File: src/rtl/riscv_pkg.sv
// Shared fetch-side types and constants: the queue entry layout,
// the instruction width in bytes and the default boot address.
package riscv_pkg;

  localparam int unsigned INSTR_BYTES = 4;
  localparam logic [31:0] DEFAULT_PC_START_ADDRESS = 32'h0040_0000;

  typedef struct packed {
    logic [31:0] pc;
    logic [31:0] instr;
  } fetch_entry_t;

endpackage

File: src/rtl/fetch_queue_if.sv
// Bundles the instruction-memory port and the pipeline-facing queue port of fetch_queue.
interface fetch_queue_if;

  logic [31:0] instructionAddress;
  logic [31:0] instruction;
  logic [31:0] inst_o;
  logic [31:0] pc_o;
  logic        valid_o;
  logic        ready_i;
  logic        redirect_i;
  logic [31:0] redirect_pc_i;

  modport master (
    output instructionAddress,
    input  instruction,
    output inst_o,
    output pc_o,
    output valid_o,
    input  ready_i,
    input  redirect_i,
    input  redirect_pc_i
  );

  modport slave (
    input  instructionAddress,
    output instruction,
    input  inst_o,
    input  pc_o,
    input  valid_o,
    output ready_i,
    output redirect_i,
    output redirect_pc_i
  );

endinterface

File: src/rtl/fetch_fifo.sv
// Circular buffer of fetch entries with push/pop/clear and an occupancy count.
// DEPTH must be a power of two so the pointers wrap on their own.
module fetch_fifo
  import riscv_pkg::*;
#(
  parameter int unsigned DEPTH = 4,
  localparam int unsigned PTR_W = $clog2(DEPTH),
  localparam int unsigned CNT_W = $clog2(DEPTH + 1)
) (
  input  logic             clock,
  input  logic             reset,
  input  logic             clear,
  input  logic             push,
  input  logic             pop,
  input  fetch_entry_t     push_entry,
  output fetch_entry_t     head_entry,
  output logic [CNT_W-1:0] count
);

  fetch_entry_t     mem [DEPTH];
  logic [PTR_W-1:0] head;
  logic [PTR_W-1:0] tail;
  logic             pop_ok;
  logic             push_ok;

  // Guard against underflow and overflow even if the caller does not.
  assign pop_ok  = pop && (count != '0);
  assign push_ok = push && ((count != CNT_W'(DEPTH)) || pop_ok);

  always_ff @(posedge clock or negedge reset) begin
    if (!reset) begin
      head  <= '0;
      tail  <= '0;
      count <= '0;
    end else if (clear) begin
      head  <= '0;
      tail  <= '0;
      count <= '0;
    end else begin
      if (push_ok) tail <= tail + 1'b1;
      if (pop_ok)  head <= head + 1'b1;
      if (push_ok && !pop_ok)      count <= count + 1'b1;
      else if (pop_ok && !push_ok) count <= count - 1'b1;
    end
  end

  always_ff @(posedge clock) begin
    if (push_ok && !clear) mem[tail] <= push_entry;
  end

  // Storage is never reset, so an empty queue presents zeros instead of stale data.
  assign head_entry = (count == '0) ? '0 : mem[head];

endmodule

File: src/rtl/fetch_queue.sv
// Instruction fetch front end: owns the fetch PC, pushes memory words into
// fetch_fifo and hands them to the pipeline; redirects flush and retarget.
module fetch_queue
  import riscv_pkg::*;
#(
  parameter logic [31:0] PC_START_ADDRESS = DEFAULT_PC_START_ADDRESS,
  parameter int unsigned DEPTH = 4
) (
  input logic           clock,
  input logic           reset,
  fetch_queue_if.master bus
);

  localparam int unsigned CNT_W = $clog2(DEPTH + 1);

  logic [31:0]      fetch_pc;
  logic [CNT_W-1:0] count;
  logic             pop;
  logic             push;
  fetch_entry_t     push_entry;
  fetch_entry_t     head_entry;

  // Redirect wins over both directions; a full queue only accepts a word when it also drains one.
  assign pop  = bus.valid_o && bus.ready_i && !bus.redirect_i;
  assign push = !bus.redirect_i && ((count != CNT_W'(DEPTH)) || pop);

  assign push_entry.pc    = fetch_pc;
  assign push_entry.instr = bus.instruction;

  always_ff @(posedge clock or negedge reset) begin
    if (!reset) begin
      fetch_pc <= PC_START_ADDRESS;
    end else if (bus.redirect_i) begin
      fetch_pc <= {bus.redirect_pc_i[31:2], 2'b00};
    end else if (push) begin
      fetch_pc <= fetch_pc + 32'(INSTR_BYTES);
    end
  end

  fetch_fifo #(
    .DEPTH (DEPTH)
  ) u_fifo (
    .clock      (clock),
    .reset      (reset),
    .clear      (bus.redirect_i),
    .push       (push),
    .pop        (pop),
    .push_entry (push_entry),
    .head_entry (head_entry),
    .count      (count)
  );

  assign bus.instructionAddress = fetch_pc;
  assign bus.valid_o            = (count != '0);
  assign bus.inst_o             = head_entry.instr;
  assign bus.pc_o               = head_entry.pc;

endmodule

File: src/flat_wrapper.sv
// flat-port wrapper written by rule: the top's interface ports become plain ports
module fetch_queue_flat import riscv_pkg::*;
#(
  parameter logic [31:0] PC_START_ADDRESS = DEFAULT_PC_START_ADDRESS,
  parameter int unsigned DEPTH = 4
)
  (clock, reset, bus_instructionAddress, bus_instruction, bus_inst_o, bus_pc_o, bus_valid_o, bus_ready_i, bus_redirect_i, bus_redirect_pc_i);
  fetch_queue_if bus_i ();
  input logic clock;
  input logic reset;
  output wire logic [$bits(bus_i.instructionAddress)-1:0] bus_instructionAddress;
  input wire logic [$bits(bus_i.instruction)-1:0] bus_instruction;
  output wire logic [$bits(bus_i.inst_o)-1:0] bus_inst_o;
  output wire logic [$bits(bus_i.pc_o)-1:0] bus_pc_o;
  output wire logic [$bits(bus_i.valid_o)-1:0] bus_valid_o;
  input wire logic [$bits(bus_i.ready_i)-1:0] bus_ready_i;
  input wire logic [$bits(bus_i.redirect_i)-1:0] bus_redirect_i;
  input wire logic [$bits(bus_i.redirect_pc_i)-1:0] bus_redirect_pc_i;
  assign bus_instructionAddress = bus_i.instructionAddress;
  assign bus_i.instruction = bus_instruction;
  assign bus_inst_o = bus_i.inst_o;
  assign bus_pc_o = bus_i.pc_o;
  assign bus_valid_o = bus_i.valid_o;
  assign bus_i.ready_i = bus_ready_i;
  assign bus_i.redirect_i = bus_redirect_i;
  assign bus_i.redirect_pc_i = bus_redirect_pc_i;
  fetch_queue #(.PC_START_ADDRESS(PC_START_ADDRESS), .DEPTH(DEPTH)) u_core (.clock(clock), .reset(reset), .bus(bus_i));
endmodule
File: config.mk
export PLATFORM = sky130hd
export DESIGN_NAME = fetch_queue_flat
export DESIGN_NICKNAME = d
export VERILOG_FILES = /design/src/rtl/riscv_pkg.sv /design/src/rtl/fetch_queue_if.sv /design/src/rtl/fetch_fifo.sv /design/src/rtl/fetch_queue.sv /design/src/flat_wrapper.sv
export SDC_FILE = /design/constraint.sdc
export NUM_CORES = 1
export LEC_CHECK = 0
export CELL_PAD_IN_SITES_DETAIL_PLACEMENT = 1
export CELL_PAD_IN_SITES_GLOBAL_PLACEMENT = 1
export CORE_ASPECT_RATIO = 1.1
export CORE_MARGIN = 4
export CORE_UTILIZATION = 45
export DETAILED_ROUTE_END_ITERATION = 10
export PLACE_DENSITY_LB_ADDON = 0.1
export RECOVER_POWER = 25
export SYNTH_ARGS = -nofsm -noshare
export SYNTH_HDL_FRONTEND = slang
export SYNTH_SLANG_ARGS = --single-unit
export TNS_END_PERCENT = 20
File: constraint.sdc
create_clock -name clock -period 3.3 [get_ports clock]
set_input_delay 0.99 -clock clock [delete_from_list [all_inputs] [get_ports clock]]
set_output_delay 0.99 -clock clock [all_outputs]
set_load 0.01 [all_outputs]
==> metrics, run 1 <==
buffer type at the clock tree root=sky130_fd_sc_hd__clkbuf_16; number of nets with antenna violations after routing=0; number of warnings reported in the yosys synthesis log=0; number of clock sinks=285; DIE WIDTH=161.3 µm; hold bufs inserted after CTS=0; core area=0.02542 mm²; upper clock frequency limit=0.3092 GHz; detailed-route via count=6315; Max-Slew Margin vs Limit=-44.18%; source-to-sink clock delay at the later pin of the worst-skew pair=0.52 ns; number of max-slew violations in the final report=38; WL/cell=21.40 µm; terminus of the critical flop-to-flop path=u_core.bus.instructionAddress[31]$_DFFE_PN0N_; global routing usage on met2=32.25%; post-layout instance count excluding filler cells=1199; predominant post-synthesis flop cell=sky130_fd_sc_hd__edfxtp_1; initial standard-cell utilization of the core=45.78%; storage element area=0.008382 mm²; number of storage elements in the synthesis netlist=285; origin of the critical flop-to-flop path=u_core.bus.instructionAddress[17]$_DFFE_PN0N_; setup total negative slack=0 ns; worst hold margin=0.5527 ns; H-tree depth=1; synth-to-layout area growth=27.02%; Crit path required time=2.31 ns; number of buffers between clock root and the deepest sink=3; count of different cell masters after synthesis=47; number of failing setup endpoints in the final timing report=0; maximum vdd ir drop=0.4068 mV; initial antenna violation count=0; DRT iter0 DRCs=336; number of synthesized flops with an enable pin=248; number of cells traversed by the worst register-to-register path=6; critical path, cell by cell=buf_12 > buf_16 > mux4_2 > and2_1 > dlygate4sd2_1; number of nets in the layout=905; vertical die dimension=176.7 µm; total routed wirelength=25660 µm; CP Max Fanout=12; GR Overflow Total=0; hold-critical path endpoint=u_core.u_fifo.mem[0][58]$_DFFE_PP_; GR Layer Usage met3=2.306%; CP max-delay cell=sky130_fd_sc_hd__mux4_2; hold wc startpoint=u_core.bus.instructionAddress[26]$_DFFE_PN0N_; HPWL after detailed placement=16480 µm; share of flip-flops with an asynchronous set or reset=12.98%; number of DRC violations after detailed routing=0; post-placement cell count=1141; area of the multi-input gates=0.003087 mm²; setup skew after layout=0.009117 ns; RSZ-0062 raised after global routing=true; Die Outline Area=0.02850 mm²; number of top-level pins=165; fraction of the yosys area taken by sequential cells=71.97%; Via-to-Cell Ratio=5.267; class of the tightest hold or removal check=reg -> reg; number of rows created at floorplan=61; Max Cap Viol=1; number of detailed-route iterations in the first pass=5; final cycle utilization of the critical path=98.00%; Final Power=0.01113 W; weighted congestion at the end of routability-driven global placement=0.7258; pin count of the biggest net entering global routing=57; synthesized instance count=646; CP Data Arrival Time=2.24 ns; delay of the slowest critical-path stage=0.51 ns; slew at the pin closest to its max-slew limit=2.163 ns; most crowded layer after global routing=met2; cts bufs inserted=29; final hold violation count=0; n_diodes=0; clk slew on worst S/H paths=0.06 ns; number of instances on the worst hold path=0; average instance area after synthesis=18.01 µm²; Overall Global Routing Usage=18.21%; clock tree from TritonCTS=done; Mapped Area=0.01164 mm²; leakage power of the design=5.153 nW; violated checks=max-capacitance violations, max-slew violations; kind of end point of the critical path=output port; total of fill cells in the finished design=2311; global-route wire length before repair=40720 µm; type of the worst setup path=reg -> out; global-route met1 utilization=24.33%; Pwr per Cell Area=753.3 mW/mm²; via count of the first global-routing pass=7073; ratio of cells with drive above 1 in the final layout=19.70%; worst reg-to-reg setup slack=1.13 ns; post-route core utilization=58.15%; element type at the critical path start=flop; Tmin final=3.234 ns; outcome=complete, but fails checks; Port-buffer cells=158
synth_stat cells (2+ instances only):
library cell,n,area (µm²)
sky130_fd_sc_hd__a21o_1,2,15.01
sky130_fd_sc_hd__a21oi_1,6,30.03
sky130_fd_sc_hd__and2_1,69,431.7
sky130_fd_sc_hd__and3_1,5,31.28
sky130_fd_sc_hd__buf_1,2,7.510
sky130_fd_sc_hd__buf_2,11,55.05
sky130_fd_sc_hd__buf_4,4,30.03
sky130_fd_sc_hd__buf_6,2,22.52
sky130_fd_sc_hd__clkbuf_1,16,60.06
sky130_fd_sc_hd__dfrtp_1,36,900.9
sky130_fd_sc_hd__edfxtp_1,248,7447
sky130_fd_sc_hd__ha_1,5,62.56
sky130_fd_sc_hd__inv_1,8,30.03
sky130_fd_sc_hd__mux2_2,3,33.78
sky130_fd_sc_hd__mux4_2,62,1396
sky130_fd_sc_hd__nand2_1,41,153.9
sky130_fd_sc_hd__nand3_1,10,50.05
sky130_fd_sc_hd__nand4_1,13,81.33
sky130_fd_sc_hd__nor2_1,13,48.80
sky130_fd_sc_hd__nor3_1,3,15.01
sky130_fd_sc_hd__nor3_4,2,32.53
sky130_fd_sc_hd__nor4_1,3,18.77
sky130_fd_sc_hd__nor4_4,2,42.54
sky130_fd_sc_hd__o211ai_1,2,15.01
sky130_fd_sc_hd__o21ai_0,13,65.06
sky130_fd_sc_hd__o21ai_1,15,75.07
sky130_fd_sc_hd__xnor2_1,12,105.1
sky130_fd_sc_hd__xor2_1,19,166.4
cells by family after synthesis:
family,after synthesis,share of synthesized area (%)
other,1,0.03223
adders and majority gates,6,0.7097
buffers and inverters,44,1.839
and+or+nand+nor,171,8.656
DFF,285,71.97
AOI/OAI and AO/OA,42,2.086
xor gates and xnor gates,31,2.333
muxes,66,12.38
placed cells by master, fill, tap and decap left out, types with 14 or more instances in the layout:
cell type,netlist,routed
sky130_fd_sc_hd__edfxtp_1,248,248
sky130_fd_sc_hd__clkdlybuf4s50_1,0,82
sky130_fd_sc_hd__mux4_2,62,62
sky130_fd_sc_hd__and2_1,69,59
sky130_fd_sc_hd__dlygate4sd2_1,0,43
sky130_fd_sc_hd__nand2_1,41,40
sky130_fd_sc_hd__dfrtp_1,36,34
sky130_fd_sc_hd__clkbuf_16,0,29
sky130_fd_sc_hd__xor2_1,19,19
sky130_fd_sc_hd__o21ai_1,15,15
sky130_fd_sc_hd__clkdlybuf4s15_1,0,14
area by class of cell:
cell class / instances / share of cell area [%]
Multi-Input combinational cell: 320 / 20.88
Sequential cell: 285 / 56.71
Timing Repair Buffer: 187 / 12.74
Inverter: 8 / 0.2032
Tap cell: 346 / 2.929
Clock buffer: 43 / 5.672
Clock inverter: 10 / 0.8635
how the worst max path moves through the flow:
stage / start / end / cells past startpoint
2_1_floorplan: bus_ready_i / u_core.u_fifo.mem[1][0]$_DFFE_PP_ / 4
3_3_place_gp: u_core.u_fifo.head[0]$_DFFE_PN0P_ / bus_pc_o[15] / 4
3_5_place_dp: u_core.u_fifo.head[0]$_DFFE_PN0P_ / bus_pc_o[15] / 4
4_1_cts: u_core.u_fifo.head[0]$_DFFE_PN0P_ / bus_pc_o[6] / 5
5_1_grt: u_core.u_fifo.head[0]$_DFFE_PN0P_ / bus_inst_o[26] / 5
6_report: u_core.u_fifo.head[0]$_DFFE_PN0P_ / bus_inst_o[26] / 5
registers in the layout, indices dropped and copies added (netlist names):
name / flops
u_core.bus.instructionAddress: 30
u_core.u_fifo.count: 3
u_core.u_fifo.head: 2
u_core.u_fifo.mem: 248
u_core.u_fifo.tail: 2
critical path, delay by kind of cell, from the launching register on:
family | cells | cell delay, ns
and+or+nand+nor | 1 | 0.17
DFF | 1 | 0.50
buffers and inverters | 3 | 0.55
muxes | 1 | 0.51
timing repair:
action / CTS / global route
endpoints found under the hold margin: 0 / 0
cloned: 1 / 0
setup buffers: 5 / 0
endpoints found under the setup margin: 62 / 32
resized for setup: 83 / 18
per-layer routing:
metal  routed length [µm]  share of wire, %  vias up
li1                     -                 -     2866
met1                10950                43     3270
met2                13410                52      150
met3                  901               3.5       29
met4                  403               1.6        0
met5                    0                 0        -
report_power, final:
part | switching, W | leakage, nW | internal [W]
Combinational | 0.00151 | 1.94 | 0.00162
Clock | 0.00127 | 0.476 | 0.00198
Sequential | 0.000263 | 2.73 | 0.00449
metrics by stage:
stage / area (µm²) / setup WS [ns]
6_report: 14780 / 0.06615
5_1_grt: 14780 / -0.004049
4_1_cts: 14780 / -0.0004523
3_5_place_dp: 13810 / 0.3310
3_3_place_gp: 13810 / 0.3460
2_1_floorplan: 11650 / -0.04107
No activity file was read; power rests on OpenSTA's default activity.
==> run 2: changes to the inputs <==
Clock period 3.3 ns to 3 ns, I/O delays scaled along.
==> metrics, run 2 (synthesis results as in run 1) <==
kind of end point of the critical path=output port (unchanged); number of clock sinks=285 (unchanged); upper clock frequency limit=0.3296 GHz; CP Data Arrival Time=2.13 ns (was 2.24 ns); n_diodes=0 (unchanged); initial standard-cell utilization of the core=45.78% (unchanged); number of max-slew violations in the final report=38 (unchanged); number of nets with antenna violations after routing=0 (unchanged); final hold violation count=0 (unchanged); number of detailed-route iterations in the first pass=4 (was 5); post-layout instance count excluding filler cells=1207 (was 1199); Overall Global Routing Usage=18.94% (was 18.21%); synth-to-layout area growth=28.20% (was 27.02%); buffer type at the clock tree root=sky130_fd_sc_hd__clkbuf_16 (unchanged); Max-Slew Margin vs Limit=-39.52% (was -44.18%); CP Max Fanout=4 (was 12); setup slack of the critical path after layout=-0.03372 ns (was 0.06615 ns); number of nets in the layout=912 (was 905); pin count of the biggest net entering global routing=57 (unchanged); type of the worst setup path=reg -> out (unchanged); number of top-level pins=165 (unchanged); ratio of cells with drive above 1 in the final layout=30.55% (was 19.70%); number of rows created at floorplan=61 (unchanged); detailed-route via count=6400 (was 6315); Via-to-Cell Ratio=5.302 (was 5.267); clock tree from TritonCTS=done (unchanged); element type at the critical path start=flop (unchanged); Crit path required time=2.10 ns (was 2.31 ns); number of failing setup endpoints in the final timing report=5 (was 0); slew at the pin closest to its max-slew limit=2.093 ns (was 2.163 ns); hold bufs inserted after CTS=0 (unchanged); source-to-sink clock delay at the later pin of the worst-skew pair=0.53 ns (was 0.52 ns); most crowded layer after global routing=met2 (unchanged); DIE WIDTH=161.3 µm (unchanged); Final Power=0.01255 W (was 0.01113 W); Pwr per Cell Area=841.1 mW/mm² (was 753.3 mW/mm²); most frequent cells in the layout=sky130_fd_sc_hd__edfxtp_1, sky130_fd_sc_hd__clkdlybuf4s50_1, sky130_fd_sc_hd__mux4_2 (unchanged); cts bufs inserted=29 (unchanged); Port-buffer cells=158 (unchanged); storage element area=0.008382 mm² (unchanged); Tmin final=3.034 ns; total routed wirelength=26580 µm (was 25660 µm); outcome=complete, but fails checks (unchanged); clk slew on worst S/H paths=0.06 ns (about the same); total of fill cells in the finished design=2304 (was 2311); global-route wire length before repair=41860 µm (was 40720 µm); setup skew after layout=0.01428 ns (was 0.009117 ns); via count of the first global-routing pass=7137 (was 7073); core area=0.02542 mm² (unchanged); vertical die dimension=176.7 µm (unchanged); leakage power of the design=5.207 nW (was 5.153 nW); number of DRC violations after detailed routing=0 (unchanged); final cycle utilization of the critical path=101.1%; most common library cell in the layout ignoring fill and taps=sky130_fd_sc_hd__edfxtp_1 (unchanged); initial antenna violation count=0 (unchanged); WL/cell=22.02 µm (was 21.40 µm); global routing usage on met2=33.27% (was 32.25%); GR Overflow Total=0 (unchanged); violated checks=max-capacitance violations, max-slew violations, negative setup slack (was max-capacitance violations, max-slew violations); Die Outline Area=0.02850 mm² (unchanged); GR Layer Usage met3=2.655% (was 2.306%); maximum vdd ir drop=0.3774 mV (was 0.4068 mV); Max Cap Viol=1 (unchanged); DRT iter0 DRCs=398 (was 336); weighted congestion at the end of routability-driven global placement=0.7471 (was 0.7258); class of the tightest hold or removal check=reg -> reg (unchanged); global-route met1 utilization=25.78% (was 24.33%); post-placement cell count=1143 (was 1141); HPWL after detailed placement=16940 µm (was 16480 µm); H-tree depth=1 (unchanged); max FFs per register=248 (unchanged); RSZ-0062 raised after global routing=true (unchanged); number of buffers between clock root and the deepest sink=3 (unchanged); placed cell area=0.01391 mm² (was 0.01381 mm²); cell area after layout=0.01492 mm² (was 0.01478 mm²); largest register by flop count=u_core.u_fifo.mem (unchanged); area of the multi-input gates=0.003172 mm² (was 0.003087 mm²)
-- run 2: changes by cell type in the layout (fill, tap and decap cells not counted), sizes merged, moves of 2 or more --
cell / previous run / this run
clkdlybuf4s15: 14 / 0
clkinv: 6 / 14
dlygate4sd2: 43 / 0
clkdlybuf4s50: 82 / 84
bufinv: 3 / 1
buf: 34 / 98
dlygate4sd3: 12 / 10
clkbuf: 45 / 39
-- run 2: layout make-up --
class,count,share of cell area [%]
multi-input combinational,320,21.26
clock buffer,37,5.066
tap,346,2.902
clock inverter,17,0.7381
timing repair buffer,194,13.65
sequential,285,56.19
inverter,8,0.2013
-- run 2: what timing repair did --
action,CTS,global route
gates resized for setup,284,47
cloned,4,0
pin swaps,14,3
buffers inserted,7,4
endpoints found under the setup margin,63,62
-- run 2: report_power, final --
group	total (W)	switching, W	internal [W]	leakage (nW)
combinational	0.00404	0.00183	0.00222	2.05
sequential	0.00522	0.000280	0.00494	2.73
clock	0.00329	0.00143	0.00186	0.429
total	0.0125	0.00353	0.00902	5.21
-- run 2: through the flow --
stage	hold slack [ns]	setup slack, ns	util, %	setup TNS (ns)
2_1_floorplan	0.5602	-0.2511	-	-46.70
3_3_place_gp	0.5667	0.1467	54.72	0
3_5_place_dp	0.6028	0.1319	54.72	0
4_1_cts	0.4982	-0.1531	58.24	-1.826
5_1_grt	0.6344	-0.1143	58.70	-2.444
6_report	0.5866	-0.03372	58.70	-0.1341
-- run 2: worst max-delay path: stages (launching register included) --
cell and delay (ns):
sky130_fd_sc_hd__dfrtp_4 0.51, sky130_fd_sc_hd__buf_8 0.15, sky130_fd_sc_hd__buf_12 0.13, sky130_fd_sc_hd__buf_6 0.11, sky130_fd_sc_hd__mux4_2 0.42, sky130_fd_sc_hd__and2_4 0.19, sky130_fd_sc_hd__buf_6 0.11
-- run 2: metal layers --
metal	routed length (µm)	part of all wire, %	up-vias
li1	-	-	2882
met2	13650	51	175
met1	11460	43	3319
met5	0	0	-
met3	1138	4.3	24
met4	334	1.3	0
-- run 2: path summary, 6_finish.rpt --
kind                       slack, ns                                     startpoint  depth (start not counted)                                             to
max in group asynchronous       0.54                                          reset                          1              u_core.u_fifo.head[0]$_DFFE_PN0P_
hold / removal                  0.59  u_core.bus.instructionAddress[31]$_DFFE_PN0N_                          0             u_core.u_fifo.mem[2][63]$_DFFE_PP_
hold reg to reg                 0.59  u_core.bus.instructionAddress[31]$_DFFE_PN0N_                          0             u_core.u_fifo.mem[2][63]$_DFFE_PP_
min in group asynchronous       0.97                                          reset                          1   u_core.bus.instructionAddress[6]$_DFFE_PN0N_
setup / recovery               -0.03              u_core.u_fifo.head[0]$_DFFE_PN0P_                          6                                   bus_pc_o[14]
setup reg to reg                0.90   u_core.bus.instructionAddress[2]$_DFFE_PN0N_                          6  u_core.bus.instructionAddress[28]$_DFFE_PN0N_
==> run 3: changes to the inputs <==
Settings changed: PLACE_DENSITY set to 0.78, PLACE_DENSITY_LB_ADDON 0.1 to unset.
==> metrics, run 3 (synthesis results as in run 1) <==
core area=0.02542 mm² (unchanged); Crit path required time=2.10 ns (about the same); number of rows created at floorplan=61 (unchanged); WL/cell=23.32 µm (was 22.02 µm); source-to-sink clock delay at the later pin of the worst-skew pair=0.52 ns (was 0.53 ns); most frequent cells in the layout=sky130_fd_sc_hd__edfxtp_1, sky130_fd_sc_hd__clkdlybuf4s50_1, sky130_fd_sc_hd__mux4_2 (unchanged); global-route wire length before repair=44840 µm (was 41860 µm); setup slack of the critical path after layout=-0.1389 ns (was -0.03372 ns); clock tree from TritonCTS=done (unchanged); post-layout instance count excluding filler cells=1215 (was 1207); Tmin final=3.139 ns (was 3.034 ns); via count of the first global-routing pass=7408 (was 7137); Port-buffer cells=158 (unchanged); Power Internal=0.009651 W (was 0.009016 W); sequential power share=39.3% (was 41.6%); slew at the pin closest to its max-slew limit=1.104 ns (was 2.093 ns); CP Max Fanout=5 (was 4); Max-Slew Margin vs Limit=26.39% (was -39.52%); hold bufs inserted after CTS=0 (unchanged); number of DRC violations after detailed routing=0 (unchanged); number of clock sinks=285 (unchanged); type of the worst setup path=reg -> out (unchanged); most common library cell in the layout ignoring fill and taps=sky130_fd_sc_hd__edfxtp_1 (unchanged); RSZ-0062 raised after global routing=true (unchanged); number of nets with antenna violations after routing=0 (unchanged); CP Data Arrival Time=2.24 ns (was 2.13 ns); total of fill cells in the finished design=2260 (was 2304); class of the tightest hold or removal check=in -> async (was reg -> reg); DIE WIDTH=161.3 µm (unchanged); max FFs per register=248 (unchanged); net switching power=0.003662 W (was 0.003531 W); area of the multi-input gates=0.003209 mm² (was 0.003172 mm²); clk slew on worst S/H paths=0.06 ns (about the same); total routed wirelength=28330 µm (was 26580 µm); Pwr per Cell Area=870.9 mW/mm² (was 841.1 mW/mm²); violated checks=negative setup slack (was max-capacitance violations, max-slew violations, negative setup slack); largest register by flop count=u_core.u_fifo.mem (unchanged); number of max-slew violations in the final report=0 (was 38); pin count of the biggest net entering global routing=54 (was 57); Overall Global Routing Usage=20.24% (was 18.94%); outcome=complete, but fails checks (unchanged); ratio of cells with drive above 1 in the final layout=33.03% (was 30.55%); n_diodes=0 (unchanged); number of buffers between clock root and the deepest sink=3 (unchanged); weighted congestion at the end of routability-driven global placement=0.8015 (was 0.7471); Max Cap Viol=0 (was 1); element type at the critical path start=flop (unchanged); vertical die dimension=176.7 µm (unchanged); HPWL after detailed placement=18230 µm (was 16940 µm); worst hold margin=0.5618 ns (was 0.5866 ns); DRT iter0 DRCs=370 (was 398); cts bufs inserted=29 (unchanged); initial antenna violation count=0 (unchanged); clock power share=27.2% (was 26.2%); Die Outline Area=0.02850 mm² (unchanged); maximum vdd ir drop=0.4219 mV (was 0.3774 mV); number of nets in the layout=921 (was 912); storage element area=0.008384 mm² (was 0.008382 mm²); number of detailed-route iterations in the first pass=4 (unchanged); GR Overflow Total=0 (unchanged); leakage power of the design=5.361 nW (was 5.207 nW); post-route core utilization=60.14% (was 58.70%); placement-stage worst setup slack=0.06717 ns (was 0.1319 ns); Via-to-Cell Ratio=5.351 (was 5.302); buffer type at the clock tree root=sky130_fd_sc_hd__clkbuf_16 (unchanged); number of failing setup endpoints in the final timing report=44 (was 5); number of top-level pins=165 (unchanged); final cycle utilization of the critical path=104.6% (was 101.1%); synth-to-layout area growth=31.37% (was 28.20%); setup skew after layout=0.01042 ns (was 0.01428 ns); setup total negative slack=-2.384 ns (was -0.1341 ns); detailed-route via count=6502 (was 6400); number of cells traversed by the worst register-to-register path=6 (unchanged); upper clock frequency limit=0.3186 GHz (was 0.3296 GHz); kind of end point of the critical path=output port (unchanged); Combinational Power Share=33.5% (was 32.2%); post-placement cell count=1147 (was 1143); initial standard-cell utilization of the core=45.78% (unchanged); Sw Share=27.51% (was 28.14%); H-tree depth=1 (unchanged); final hold violation count=0 (unchanged)
==> run 3: cell count changes in the layout (fill, tap and decap cells not counted), moves of 9 or more <==
cell | previous run | this run
sky130_fd_sc_hd__and2_1 | 26 | 13
sky130_fd_sc_hd__buf_2 | 32 | 16
sky130_fd_sc_hd__clkdlybuf4s50_1 | 84 | 93
sky130_fd_sc_hd__and2_4 | 43 | 56
sky130_fd_sc_hd__buf_6 | 34 | 47
sky130_fd_sc_hd__dlygate4sd3_1 | 10 | 0
==> run 3: path summary, 6_finish.rpt <==
| path | from | endpoint | slack, ns |
|---|---|---|---|
| worst max register to register | u_core.bus.instructionAddress[17]$_DFFE_PN0N_ | u_core.bus.instructionAddress[31]$_DFFE_PN0N_ | 0.71 |
| worst min register to register | u_core.bus.instructionAddress[26]$_DFFE_PN0N_ | u_core.u_fifo.mem[3][58]$_DFFE_PP_ | 0.60 |
| max in group asynchronous | reset | u_core.bus.instructionAddress[5]$_DFFE_PN0N_ | 1.32 |
| worst min-delay path | reset | u_core.bus.instructionAddress[4]$_DFFE_PN0N_ | 0.56 |
| min in group clock | u_core.bus.instructionAddress[26]$_DFFE_PN0N_ | u_core.u_fifo.mem[3][58]$_DFFE_PP_ | 0.60 |
| worst max-delay path | u_core.u_fifo.head[0]$_DFFE_PN0P_ | bus_inst_o[31] | -0.14 |
==> run 3: per-stage QoR <==
stage               area [µm²]  total power (W)
floorplan                11650         0.007118
global placement         13940         0.008978
finish                   15290          0.01331
detailed placement       13940         0.009152
CTS                      15090          0.01308
global route             15290          0.01394
==> run 3: repair_timing <==
item	in CTS	in global routing
pin swaps	19	1
gates resized for setup	310	56
cloned	3	0
endpoints found under the setup margin	63	63
setup buffers	9	4
==> run 3: worst max-delay path: stages, from the launching register on <==
cell and delay, ns:
sky130_fd_sc_hd__dfrtp_4 0.51, sky130_fd_sc_hd__buf_12 0.15, sky130_fd_sc_hd__buf_12 0.13, sky130_fd_sc_hd__buf_16 0.14, sky130_fd_sc_hd__buf_6 0.11, sky130_fd_sc_hd__mux4_2 0.40, sky130_fd_sc_hd__and2_4 0.15, sky130_fd_sc_hd__buf_6 0.11
==> run 3: power by group through the flow <==
| stage | clock network (W) | logic, W | registers [W] |
|---|---|---|---|
| 4_1_cts | 0.00369 | 0.00416 | 0.00522 |
| 2_1_floorplan | 0 | 0.00191 | 0.00521 |
| 5_1_grt | 0.00388 | 0.00477 | 0.00528 |
| 3_5_place_dp | 0 | 0.00383 | 0.00532 |
| 3_3_place_gp | 0 | 0.00373 | 0.00525 |
| 6_report | 0.00362 | 0.00446 | 0.00523 |
==> run 3: per-layer routing <==
layer,track usage [%],vias up,routed length [µm]
met4,3.164,0,361
met5,0,-,0
met1,27.12,3371,11710
met2,36.12,196,14900
li1,-,2906,-
met3,3.098,29,1352
==> run 3: cell type report <==
class / instances / share of cell area [%]
Multi-Input combinational cell: 320 / 21.00
Clock buffer: 36 / 5.116
Tap cell: 346 / 2.832
Inverter: 8 / 0.1964
Timing Repair Buffer: 203 / 14.80
Clock inverter: 17 / 1.211
Sequential cell: 285 / 54.85
